## src/rtl/alu_pkg.sv

```systemverilog
// ---------------------------------------------------------------------------
// alu_pkg
// Shared definitions for the ALU command sequencer:
//   - 4-bit ALU opcode constants (OP_ADD .. OP_NAND)
//   - command payload layout {a, b, op} as a packed struct
//   - sequencer FSM state encoding
//   - zero-divisor detection helper
// ---------------------------------------------------------------------------
package alu_pkg;

    localparam int DATA_W = 4;
    localparam int CMD_W  = 3 * DATA_W;

    localparam logic [3:0] OP_ADD  = 4'b0000;
    localparam logic [3:0] OP_SUB  = 4'b0001;
    localparam logic [3:0] OP_MUL  = 4'b0010;
    localparam logic [3:0] OP_DIV  = 4'b0011;
    localparam logic [3:0] OP_MOD  = 4'b0100;
    localparam logic [3:0] OP_AND  = 4'b0101;
    localparam logic [3:0] OP_OR   = 4'b0110;
    localparam logic [3:0] OP_XOR  = 4'b0111;
    localparam logic [3:0] OP_NOT  = 4'b1000;
    localparam logic [3:0] OP_SHL  = 4'b1001;
    localparam logic [3:0] OP_SHR  = 4'b1010;
    localparam logic [3:0] OP_SRA  = 4'b1011;
    localparam logic [3:0] OP_ROL  = 4'b1100;
    localparam logic [3:0] OP_ROR  = 4'b1101;
    localparam logic [3:0] OP_NOR  = 4'b1110;
    localparam logic [3:0] OP_NAND = 4'b1111;

    // Field order matches the FIFO payload bit order: a in [11:8], op in [3:0].
    typedef struct packed {
        logic [DATA_W-1:0] a;
        logic [DATA_W-1:0] b;
        logic [DATA_W-1:0] op;
    } cmd_t;

    typedef enum logic [1:0] {
        ST_IDLE  = 2'd0,
        ST_EXEC  = 2'd1,
        ST_VALID = 2'd2
    } state_t;

    // Divide and modulo by zero are flagged instead of trusting the ALU result.
    function automatic logic is_zero_div(input logic [3:0] op, input logic [3:0] b);
        return ((op == OP_DIV) || (op == OP_MOD)) && (b == 4'h0);
    endfunction

endpackage

```

## src/rtl/alu_cmd_fifo.sv

```systemverilog
// ---------------------------------------------------------------------------
// alu_cmd_fifo
// DEPTH-entry command FIFO with first-word fall-through read data.
//   clk      in   clock
//   rst_n    in   synchronous active-low reset (empties the FIFO)
//   i_push   in   write i_wdata (ignored when full)
//   i_wdata  in   WIDTH-bit payload
//   i_pop    in   drop head entry (ignored when empty)
//   o_rdata  out  current head entry
//   o_level  out  occupancy, 0..DEPTH
// Push and pop in the same cycle both take effect and leave the level unchanged.
// ---------------------------------------------------------------------------
module alu_cmd_fifo #(
    parameter int DEPTH = 4,
    parameter int WIDTH = 12
) (
    input  logic                     clk,
    input  logic                     rst_n,
    input  logic                     i_push,
    input  logic [WIDTH-1:0]         i_wdata,
    input  logic                     i_pop,
    output logic [WIDTH-1:0]         o_rdata,
    output logic [$clog2(DEPTH):0]   o_level
);

    localparam int AW = $clog2(DEPTH);
    localparam logic [AW:0] LVL_FULL = (AW+1)'(DEPTH);

    logic [WIDTH-1:0] r_mem [DEPTH];
    logic [AW-1:0]    r_wr_ptr;
    logic [AW-1:0]    r_rd_ptr;
    logic [AW:0]      r_level;

    logic w_do_push;
    logic w_do_pop;

    assign w_do_push = i_push && (r_level != LVL_FULL);
    assign w_do_pop  = i_pop  && (r_level != '0);

    // DEPTH is a power of two, so the pointers wrap by plain overflow.
    // NOTE: sequential state uses non-blocking assignments so every register
    // samples pre-edge values regardless of statement order.
    always_ff @(posedge clk) begin
        if (!rst_n) begin
            r_wr_ptr <= '0;
            r_rd_ptr <= '0;
            r_level  <= '0;
        end else begin
            if (w_do_push) r_wr_ptr <= r_wr_ptr + AW'(1);
            if (w_do_pop)  r_rd_ptr <= r_rd_ptr + AW'(1);
            case ({w_do_push, w_do_pop})
                2'b10:   r_level <= r_level + (AW+1)'(1);
                2'b01:   r_level <= r_level - (AW+1)'(1);
                default: r_level <= r_level;
            endcase
        end
    end

    // NOTE: storage is deliberately left out of reset; validity is tracked by
    // the pointers and level, so clearing the array would only cost hardware.
    always_ff @(posedge clk) begin
        if (w_do_push) r_mem[r_wr_ptr] <= i_wdata;
    end

    assign o_rdata = r_mem[r_rd_ptr];
    assign o_level = r_level;

endmodule

```

## src/rtl/alu_cmd_sequencer.sv

```systemverilog
// ---------------------------------------------------------------------------
// alu_cmd_sequencer
// Queues {a, b, op} commands, feeds them one at a time to an external
// combinational 4-bit ALU and returns each result through a valid/ready port.
//   clk, rst_n                  clock, synchronous active-low reset
//   in_valid/in_ready           command handshake
//   in_a, in_b, in_op           command operands and opcode
//   alu_a, alu_b, alu_s         registered operands/opcode to the ALU
//   alu_y                       ALU result
//   out_valid/out_ready         result handshake
//   out_y, out_op, out_err      result, its opcode, divide/modulo-by-zero flag
//   fifo_level                  command FIFO occupancy
// One result per two cycles when out_ready stays high: EXEC captures the
// result, VALID hands it off and loads the next command in the same edge.
// ---------------------------------------------------------------------------
module alu_cmd_sequencer
    import alu_pkg::*;
#(
    parameter int DEPTH = 4
) (
    input  logic                     clk,
    input  logic                     rst_n,
    input  logic                     in_valid,
    output logic                     in_ready,
    input  logic [3:0]               in_a,
    input  logic [3:0]               in_b,
    input  logic [3:0]               in_op,
    output logic [3:0]               alu_a,
    output logic [3:0]               alu_b,
    output logic [3:0]               alu_s,
    input  logic [3:0]               alu_y,
    output logic                     out_valid,
    input  logic                     out_ready,
    output logic [3:0]               out_y,
    output logic [3:0]               out_op,
    output logic                     out_err,
    output logic [$clog2(DEPTH):0]   fifo_level
);

    localparam int LW = $clog2(DEPTH) + 1;
    localparam logic [LW-1:0] LVL_FULL = LW'(DEPTH);

    state_t         r_state;
    state_t         w_state_nxt;
    logic [3:0]     r_alu_a;
    logic [3:0]     r_alu_b;
    logic [3:0]     r_alu_s;
    logic [3:0]     r_out_y;
    logic [3:0]     r_out_op;
    logic           r_out_err;

    logic           w_push;
    logic           w_pop;
    logic           w_capture;
    logic           w_has_cmd;
    logic           w_zdiv;
    logic [LW-1:0]  w_level;
    cmd_t           w_head;

    // Ready depends only on the registered level (and reset), so a pop in the
    // same cycle never opens a slot early.
    assign in_ready  = rst_n && (w_level != LVL_FULL);
    assign w_push    = in_valid && in_ready;
    assign w_has_cmd = (w_level != '0);

    alu_cmd_fifo #(
        .DEPTH (DEPTH),
        .WIDTH (CMD_W)
    ) u_fifo (
        .clk     (clk),
        .rst_n   (rst_n),
        .i_push  (w_push),
        .i_wdata ({in_a, in_b, in_op}),
        .i_pop   (w_pop),
        .o_rdata (w_head),
        .o_level (w_level)
    );

    // NOTE: every always_comb output gets a default first, so no path can
    // leave a value unassigned and infer a latch.
    always_comb begin
        w_state_nxt = r_state;
        w_pop       = 1'b0;
        w_capture   = 1'b0;
        case (r_state)
            ST_IDLE: begin
                if (w_has_cmd) begin
                    w_pop       = 1'b1;
                    w_state_nxt = ST_EXEC;
                end
            end
            ST_EXEC: begin
                w_capture   = 1'b1;
                w_state_nxt = ST_VALID;
            end
            ST_VALID: begin
                if (out_ready) begin
                    if (w_has_cmd) begin
                        w_pop       = 1'b1;
                        w_state_nxt = ST_EXEC;
                    end else begin
                        w_state_nxt = ST_IDLE;
                    end
                end
            end
            default: w_state_nxt = ST_IDLE;
        endcase
    end

    assign w_zdiv = is_zero_div(r_alu_s, r_alu_b);

    always_ff @(posedge clk) begin
        if (!rst_n) begin
            r_state   <= ST_IDLE;
            r_alu_a   <= '0;
            r_alu_b   <= '0;
            r_alu_s   <= '0;
            r_out_y   <= '0;
            r_out_op  <= '0;
            r_out_err <= 1'b0;
        end else begin
            r_state <= w_state_nxt;
            // ALU inputs change only when a command is popped, so they hold
            // steady through VALID and IDLE.
            if (w_pop) begin
                r_alu_a <= w_head.a;
                r_alu_b <= w_head.b;
                r_alu_s <= w_head.op;
            end
            if (w_capture) begin
                r_out_y   <= w_zdiv ? 4'h0 : alu_y;
                r_out_op  <= r_alu_s;
                r_out_err <= w_zdiv;
            end
        end
    end

    assign alu_a      = r_alu_a;
    assign alu_b      = r_alu_b;
    assign alu_s      = r_alu_s;
    assign out_valid  = (r_state == ST_VALID);
    assign out_y      = r_out_y;
    assign out_op     = r_out_op;
    assign out_err    = r_out_err;
    assign fifo_level = w_level;

endmodule

```

## config.mk

```make
export PLATFORM = sky130hd
export DESIGN_NAME = alu_cmd_sequencer
export DESIGN_NICKNAME = d
export VERILOG_FILES = /design/src/rtl/alu_pkg.sv /design/src/rtl/alu_cmd_fifo.sv /design/src/rtl/alu_cmd_sequencer.sv
export SDC_FILE = /design/constraint.sdc
export NUM_CORES = 1
export LEC_CHECK = 0
export ABC_AREA = 0
export CAP_MARGIN = 20
export CELL_PAD_IN_SITES_DETAIL_PLACEMENT = 1
export CELL_PAD_IN_SITES_GLOBAL_PLACEMENT = 1
export CORE_AREA = 2 2 87 89
export DETAILED_ROUTE_END_ITERATION = 10
export DIE_AREA = 0 0 89 91
export HOLD_SLACK_MARGIN = 0.15
export MAX_ROUTING_LAYER = met4
export PLACE_DENSITY = 0.86
export SLEW_MARGIN = 20
export SYNTH_ARGS = -nofsm -noshare
export SYNTH_HDL_FRONTEND = slang
export SYNTH_SLANG_ARGS = --single-unit
```

## constraint.sdc

```tcl
create_clock -name clk -period 2.8 [get_ports clk]
set_input_delay 0.28 -clock clk [delete_from_list [all_inputs] [get_ports clk]]
set_output_delay 0.28 -clock clk [all_outputs]
set_load 0.1 [all_outputs]
```

==> impl_metrics.sql, run 1 <==
INSERT INTO impl_metrics (metric_group, metric, value, unit) VALUES
('yosys', 'synthXorXnorAreaFrac', '0.566', '%'),
('sta', 'tightestPinTransition', '0.815', 'ns'),
('yosys', 'synthDominantCellAreaShare', '46.6', '%'),
('global_route', 'gr-usage-all-layers', '17.9', '%'),
('layout', 'number_of_nets_in_the_final_layout', '276', ''),
('route', 'route.detailed.vias_per_inst', '5.15', ''),
('layout', 'layout-drive-gt1-share', '22.7', '%'),
('die', 'floorplan.initialDensity', '43.3', '%'),
('die', 'placement_rows', '31', ''),
('die', 'dieArea', '8100', 'sq um'),
('clocking', 'post-cts-setup-buffers', '0', ''),
('status', 'outcome', 'finished, final reports clean', ''),
('die', 'design.portCount', '46', ''),
('yosys', 'synth_top_cells_by_area', 'sky130_fd_sc_hd__edfxtp_1 47%, sky130_fd_sc_hd__dfxtp_1 19%, sky130_fd_sc_hd__mux4_1 8.5%', ''),
('route', 'initial_drc_count', '50', ''),
('clocking', 'cts.hold.buffers_added', '0', ''),
('pwr', 'power.density_cell_area', '1140', 'nW/um^2'),
('die', 'chipWidth', '89', 'microns'),
('yosys', 'synth.yosys.seq_area_share', '66.0', '%'),
('sta', 'slew_headroom', '45.6', '%'),
('place', 'portBuffers', '45', ''),
('layout', 'n_fill_cell', '708', ''),
('sta', 'grt_setup_unrepaired', 'no', ''),
('yosys', 'synth_adder_area_share', '2.67', '%'),
('route', 'post_route_wl', '6420', 'microns'),
('place', 'place.gp.congestion', '0.730', ''),
('yosys', 'synthCells', '197', ''),
('place', 'dpl.cell_count', '338', ''),
('route', 'route.antenna.remaining_nets', '0', ''),
('yosys', 'synth.area.mux_share', '13.5', '%'),
('sta', 'timing_hold_violations_final', '0', ''),
('die', 'die_y_extent', '91', 'microns'),
('yosys', 'synth.ff_latch_count', '78', ''),
('job', 'timing.max_cap.violations', '0', ''),
('clocking', 'cts_buffers', '9', ''),
('layout', 'final_standard_cell_area_without_fillers', '3840', 'sq um'),
('yosys', 'synth_compound_area_share', '5.58', '%'),
('route', 'detail_route.wl_per_cell', '18.1', 'microns'),
('place', 'placement.cell_area', '3600', 'sq um'),
('pwr', 'power.static_leakage', '1.40', 'nW'),
('place', 'detailedPlacementHpwl', '4320', 'microns'),
('layout', 'area_overhead_vs_synth', '24.2', '%'),
('worst_setup_path', 'crit_path_dat', '2.33', 'ns'),
('die', 'core', '7140', 'sq um'),
('clocking', 'clock-root-buffer', 'sky130_fd_sc_hd__clkbuf_8', ''),
('yosys', 'synthesis.yosys.warnings', '0', ''),
('sta', 'layout_worst_path_cycle_share', '73.5', '%'),
('global_route', 'grt_remaining_overflow', '0', ''),
('sta', 'finalMaxSlewViolations', '0', ''),
('sta', 'fmax', '486', 'MHz'),
('yosys', 'synth.cell_area', '3090', 'sq um'),
('yosys', 'yosys.area.top_type', 'sky130_fd_sc_hd__edfxtp_1', ''),
('worst_setup_path', 'worstSetupStartpointType', 'primary input', ''),
('worst_hold_path', 'worst_min_delay_path_class', 'register to register', ''),
('clocking', 'cts_max_level', '3', ''),
('clocking', 'tritoncts_num_sinks', '78', ''),
('global_route', 'grt_max_degree', '18', ''),
('yosys', 'synth.distinct_cells', '36', ''),
('global_route', 'via_count_of_the_first_global_routing_pass', '1962', ''),
('clocking', 'clk_pin_slew', '0.08', 'ns'),
('sta', 'finalWorstPathRequiredPeriod', '2.06', 'ns'),
('route', 'route.vias.total', '1822', ''),
('worst_setup_path', 'critical_path_data_required_time', '3.08', 'ns'),
('worst_setup_path', 'setup.worst_path.class', 'primary input to register', ''),
('yosys', 'synth_area_per_cell', '15.7', 'sq um'),
('clocking', 'cts_tree', 'built', ''),
('pwr', 'power.ir.vdd_worst', '0.530', 'mV'),
('global_route', 'antenna_found_initial', '0', ''),
('sta', 'clock-skew-final', '0.00987', 'ns'),
('yosys', 'dominant_combinational_cell_family_by_area_after_synthesis', 'multiplexers', ''),
('yosys', 'synth_simple_gate_area_share', '8.41', '%');
[cell usage after synthesis]
library cell                count
sky130_fd_sc_hd__or4_1          1
sky130_fd_sc_hd__o21ai_0        1
sky130_fd_sc_hd__ha_1           5
sky130_fd_sc_hd__nor4b_1        2
sky130_fd_sc_hd__or3_1          1
sky130_fd_sc_hd__edfxtp_1      48
sky130_fd_sc_hd__and2_1         4
sky130_fd_sc_hd__nor3_2         2
sky130_fd_sc_hd__mux4_2         2
sky130_fd_sc_hd__o2bb2ai_1     12
sky130_fd_sc_hd__nor3b_1        1
sky130_fd_sc_hd__clkbuf_1       2
sky130_fd_sc_hd__and3b_1        1
sky130_fd_sc_hd__mux2i_1       11
sky130_fd_sc_hd__a21oi_1        5
sky130_fd_sc_hd__buf_4          2
sky130_fd_sc_hd__o21a_1         1
sky130_fd_sc_hd__inv_1          9
sky130_fd_sc_hd__dfxtp_1       30
sky130_fd_sc_hd__buf_8          1
sky130_fd_sc_hd__nor2_1         9
sky130_fd_sc_hd__mux4_1        10
sky130_fd_sc_hd__xor2_1         2
sky130_fd_sc_hd__o211a_1        1
sky130_fd_sc_hd__nand2_1       15
sky130_fd_sc_hd__buf_6          1
sky130_fd_sc_hd__nor2b_1        4
sky130_fd_sc_hd__nor4_4         1
sky130_fd_sc_hd__nand2b_1       1
sky130_fd_sc_hd__inv_2          1
sky130_fd_sc_hd__buf_2          2
sky130_fd_sc_hd__o31ai_1        1
sky130_fd_sc_hd__a211oi_2       1
sky130_fd_sc_hd__nor3_1         5
sky130_fd_sc_hd__fa_1           1
sky130_fd_sc_hd__buf_1          1
[worst max-delay path: stages]
cell	delay (ns)
sky130_fd_sc_hd__clkdlybuf4s50_1	0.50
sky130_fd_sc_hd__nor2b_1	0.12
sky130_fd_sc_hd__nor3_2	0.18
sky130_fd_sc_hd__ha_1	0.21
sky130_fd_sc_hd__inv_1	0.06
sky130_fd_sc_hd__fa_1	0.38
sky130_fd_sc_hd__xor2_1	0.16
sky130_fd_sc_hd__or3_1	0.31
sky130_fd_sc_hd__a21oi_1	0.13
[sequential cells by signal, summed over array words and instances, names as in the netlist]
register         cells
u_fifo.r_mem        48
alu_a                4
alu_b                4
alu_s                4
out_op               4
out_y                4
u_fifo.o_level       3
r_state              2
u_fifo.r_rd_ptr      2
u_fifo.r_wr_ptr      2
out_err              1
[per-layer routing]
metal | share of wire [%] | wire, microns | GRT usage [%] | vias to the layer above
met5 | 0 | 0 | - | -
met3 | 4.3 | 274 | 4.27 | 10
met2 | 54 | 3470 | 30.0 | 41
met4 | 1.5 | 99 | 7.71 | 0
met1 | 40 | 2580 | 20.0 | 920
li1 | - | - | - | 851
[where the power goes]
| group | total [mW] | switching, mW | internal (mW) |
|---|---|---|---|
| Combinational | 1.78 | 1.29 | 0.491 |
| Clock | 0.998 | 0.405 | 0.593 |
| Sequential | 1.61 | 0.198 | 1.41 |
[cell usage in the layout, fill, tap and decap left out, types with 2 or more instances in the layout]
master	instances
sky130_fd_sc_hd__xor2_1	2
sky130_fd_sc_hd__nor3_1	5
sky130_fd_sc_hd__nor2_1	9
sky130_fd_sc_hd__buf_4	31
sky130_fd_sc_hd__bufinv_16	3
sky130_fd_sc_hd__o2bb2ai_1	12
sky130_fd_sc_hd__nor4b_1	2
sky130_fd_sc_hd__nor3_2	2
sky130_fd_sc_hd__clkinv_2	2
sky130_fd_sc_hd__ha_1	5
sky130_fd_sc_hd__mux4_1	10
sky130_fd_sc_hd__dfxtp_2	3
sky130_fd_sc_hd__clkbuf_8	9
sky130_fd_sc_hd__nand2_1	15
sky130_fd_sc_hd__mux4_2	2
sky130_fd_sc_hd__mux2i_1	11
sky130_fd_sc_hd__dfxtp_1	27
sky130_fd_sc_hd__nor2b_1	4
sky130_fd_sc_hd__and2_1	4
sky130_fd_sc_hd__clkdlybuf4s50_1	19
sky130_fd_sc_hd__a21oi_1	4
sky130_fd_sc_hd__edfxtp_1	48
sky130_fd_sc_hd__inv_1	9
[final cells by class]
cell class	count	area (sq um)	area share, %
multi-input cells	100	955	24.9
well taps	99	124	3.22
repair buffers	51	443	11.5
inverters	10	37.5	0.977
flip-flops and latches	78	2050	53.3
clock buffers	10	128	3.32
clock inverters	6	109	2.83
[per-stage QoR]
| step | worst slack [ns] | hold WS (ns) | power (mW) |
|---|---|---|---|
| 2_1_floorplan | 0.213 | 0.379 | 3.00 |
| 3_3_place_gp | 0.465 | 0.457 | 3.37 |
| 3_5_place_dp | 0.401 | 0.459 | 3.43 |
| 4_1_cts | 0.721 | 0.471 | 4.42 |
| 5_1_grt | 0.615 | 0.491 | 4.57 |
| 6_report | 0.741 | 0.466 | 4.39 |
[worst paths after layout]
kind	from	end	cells past startpoint
setup / recovery	out_ready	u_fifo.o_level[2]	9
hold / removal	alu_a[0]	alu_a[0]	2
setup reg to reg	u_fifo.o_level[0]	u_fifo.o_level[2]	9
hold reg to reg	alu_a[0]	alu_a[0]	2
[kinds of logic after synthesis]
kind of cell	count (synthesis)
multiplexers	23
buffers and inverters	19
adder cells (fa/ha/maj)	6
XOR/XNOR	2
AND/OR/NAND/NOR	47
AO/OA/AOI/OAI	22
flip-flops	78
Power figures use the tool's default switching activity.
==> inputs of run 2 (changes only) <==
- CORE_AREA: 2 2 87 89 -> 2 2 91 93
- DIE_AREA: 0 0 89 91 -> 0 0 93 95
- PLACE_DENSITY: 0.86 -> 0.83
- clock period: 2.8 -> 1.8 ns (I/O delays scaled with it)
==> impl_metrics.sql, run 2 (same netlist as run 1, synthesis figures left out) <==
INSERT INTO impl_metrics (metric_group, metric, value, unit) VALUES
('status', 'outcome', 'finished, violations left', ''),
('status', 'failed_checks', 'negative setup slack', ''),
('worst_hold_path', 'min-delay-start', 'alu_y[0]', ''),
('layout', 'layout.cells.most_common', 'sky130_fd_sc_hd__edfxtp_1', ''),
('worst_setup_path', 'critical_path.cell_chain', 'nor2b_4, nor3_4, ha_4, inv_1, fa_2, xor2_1, or3_1, a21oi_2', ''),
('global_route', 'gr-usage-all-layers', '17.2', '%'),
('worst_setup_path', 'worstReg2RegStart', 'r_state[1]', ''),
('clocking', 'clock-root-buffer', 'sky130_fd_sc_hd__clkbuf_8', ''),
('sta', 'timing_hold_violations_final', '0', ''),
('die', 'core', '7930', 'sq um'),
('worst_hold_path', 'worst_min_delay_path_class', 'primary input to register', ''),
('pwr', 'final_total_pwr', '6.90', 'mW'),
('layout', 'final_standard_cell_area_without_fillers', '4090', 'sq um'),
('die', 'dieArea', '8840', 'sq um'),
('layout', 'area_overhead_vs_synth', '32.2', '%'),
('pwr', 'power.ir.vdd_worst', '1.12', 'mV'),
('sta', 'tightestPinTransition', '0.359', 'ns'),
('place', 'detailedPlacementHpwl', '4600', 'microns'),
('worst_setup_path', 'crit_path_end_kind', 'register', ''),
('global_route', 'grt_first_pass_wirelength', '10700', 'microns'),
('global_route', 'grt_remaining_overflow', '0', ''),
('route', 'post_route_wl', '6630', 'microns'),
('worst_setup_path', 'worstReg2RegEnd', 'u_fifo.o_level[2]', ''),
('worst_setup_path', 'cp_slowest_cell', 'sky130_fd_sc_hd__dfxtp_2', ''),
('place', 'placement.cell_area', '3870', 'sq um'),
('layout', 'final-instance-count-excl-fill', '377', ''),
('die', 'design.portCount', '46', ''),
('die', 'chipWidth', '93', 'microns'),
('layout', 'largest_register_ffs', '48', ''),
('layout', 'number_of_nets_in_the_final_layout', '293', ''),
('worst_setup_path', 'worst-path-max-fanout', '2', ''),
('place', 'dpl.cell_count', '361', ''),
('place', 'place.gp.congestion', '0.738', ''),
('clocking', 'cts_max_level', '3', ''),
('die', 'die_y_extent', '95', 'microns'),
('clocking', 'tritoncts_num_sinks', '78', ''),
('route', 'initial_drc_count', '44', ''),
('place', 'portBuffers', '45', ''),
('die', 'floorplan.initialDensity', '39.0', '%'),
('pwr', 'power.static_leakage', '1.49', 'nW'),
('worst_setup_path', 'worstPathBufferInverterCount', '1', ''),
('layout', 'antenna-diode-count', '0', ''),
('clocking', 'cts_buffer_depth', '2', ''),
('worst_setup_path', 'crit_path_dat', '2.18', 'ns'),
('job', 'timing.max_cap.violations', '0', ''),
('sta', 'clock-skew-final', '0.00902', 'ns'),
('die', 'placement_rows', '33', ''),
('clocking', 'cts_buffers', '9', ''),
('place', 'dp_slack', '-0.448', 'ns'),
('route', 'detail_route.first_pass.iterations', '4', ''),
('sta', 'postLayoutSetupSlackWorst', '-0.102', 'ns'),
('worst_hold_path', 'worstHoldPathCells', '3', ''),
('layout', 'register_with_the_most_flip_flops', 'u_fifo.r_mem', ''),
('route', 'route.vias.total', '1902', ''),
('clocking', 'clk_pin_slew', '0.08', 'ns'),
('global_route', 'antenna_found_initial', '0', ''),
('route', 'detail_route.wl_per_cell', '17.6', 'microns'),
('worst_setup_path', 'r2r_slack', '-0.10', 'ns'),
('sta', 'fmax', '526', 'MHz'),
('worst_setup_path', 'worstSetupStartpointType', 'register', ''),
('clocking', 'cts_tree', 'built', ''),
('sta', 'slew_headroom', '75.7', '%'),
('layout', 'most-common-layout-cells', '48 x sky130_fd_sc_hd__edfxtp_1, 41 x sky130_fd_sc_hd__buf_4, 26 x sky130_fd_sc_hd__dfxtp_1', ''),
('route', 'route.detailed.vias_per_inst', '5.05', ''),
('sta', 'finalMaxSlewViolations', '0', ''),
('sta', 'layout_worst_path_cycle_share', '106', '%'),
('worst_setup_path', 'critical_path_data_required_time', '2.08', 'ns'),
('sta', 'grt_setup_unrepaired', 'yes', ''),
('worst_setup_path', 'cpLargestDelayFamily', 'simple AND/OR/NAND/NOR gates', ''),
('route', 'drcViolationCount', '0', ''),
('worst_hold_path', 'whs_endpoint', 'out_y[0]', ''),
('global_route', 'grt_max_degree', '18', ''),
('pwr', 'power.density_cell_area', '1690', 'nW/um^2'),
('route', 'route.antenna.remaining_nets', '0', ''),
('sta', 'finalWorstPathRequiredPeriod', '1.90', 'ns'),
('global_route', 'via_count_of_the_first_global_routing_pass', '1986', ''),
('layout', 'n_fill_cell', '793', ''),
('worst_setup_path', 'setup.worst_path.class', 'register to register', ''),
('sta', 'setup_viol', '1', ''),
('worst_setup_path', 'critical_path.max_stage_delay', '0.33', 'ns'),
('clocking', 'clk_latency', '0.34', 'ns'),
('layout', 'layout-drive-gt1-share', '30.5', '%'),
('worst_setup_path', 'reg2regPathDepth', '8', ''),
('clocking', 'post-cts-setup-buffers', '0', ''),
('worst_setup_path', 'path_depth', '8', ''),
('sta', 'fin_setup_tns', '-0.102', 'ns');
-- run 2: cell types whose count changed in the layout (fill, tap and decap cells not counted), moves of 2 or more --
cell,change
sky130_fd_sc_hd__buf_12,+7
sky130_fd_sc_hd__buf_4,+10
sky130_fd_sc_hd__bufinv_16,-2
sky130_fd_sc_hd__dfxtp_2,-2
sky130_fd_sc_hd__dfxtp_4,+3
sky130_fd_sc_hd__nor2b_1,-2
sky130_fd_sc_hd__nor3_2,-2
sky130_fd_sc_hd__nor3_4,+2
-- run 2: power breakdown --
| part | internal (mW) | switching [mW] | total, mW |
|---|---|---|---|
| logic | 1.00 | 2.16 | 3.16 |
| registers | 2.20 | 0.244 | 2.45 |
| clock network | 0.651 | 0.636 | 1.29 |
| total | 3.86 | 3.04 | 6.90 |
-- run 2: worst max path at each step --
stage                            startpoint           endpoint  slack (ns)
after floorplan           u_fifo.o_level[1]  u_fifo.o_level[2]       -0.43
after global placement            out_ready  u_fifo.o_level[2]       -0.43
after CTS                        r_state[1]  u_fifo.o_level[2]       -0.21
final                            r_state[1]  u_fifo.o_level[2]       -0.10
after global routing             r_state[1]  u_fifo.o_level[2]       -0.19
after detailed placement          out_ready  u_fifo.o_level[2]       -0.45
-- run 2: layout make-up --
class                   instances  area [sq um]  share of cell area [%]
flip-flops and latches         78          2050                    50.2
multi-input cells             100          1010                    24.7
repair buffers                 68           658                    16.1
well taps                     105           131                    3.21
clock buffers                  10           128                    3.12
clock inverters                 6          68.8                    1.68
inverters                      10          37.5                   0.918
-- run 2: per-stage QoR --
step                      utilization, %  hold slack, ns
after floorplan                        -           0.279
after global placement              48.8           0.457
after detailed placement            48.8           0.462
after CTS                           51.3           0.455
after global routing                51.6           0.472
final                               51.6           0.468
-- run 2: routing by layer --
layer | global-route usage [%] | vias to the layer above | share of wire (%)
li1 | - | 883 | -
met1 | 19.2 | 954 | 40
met2 | 29.9 | 51 | 54
met3 | 3.27 | 14 | 3.9
met4 | 8.21 | 0 | 2.1
met5 | - | - | 0
-- run 2: tightest hold or removal path: cells and delay by family --
family,cells,cell delay (ns)
buffers and inverters,1,0.40
muxes,1,0.13
and+or+nand+nor,1,0.05
-- run 2: what timing repair did --
action,CTS,global route
hold buffers,0,0
gates resized for setup,2,6
endpoints found under the setup margin,1,2
pin swaps,2,3
==> inputs of run 3 (changes only) <==
- ABC_CLOCK_PERIOD_IN_PS: unset -> 1800
- CTS_CLUSTER_SIZE: unset -> 30
==> results of run 3 <==
No change in the layout: final DEF, timing and power equal those of run 2.
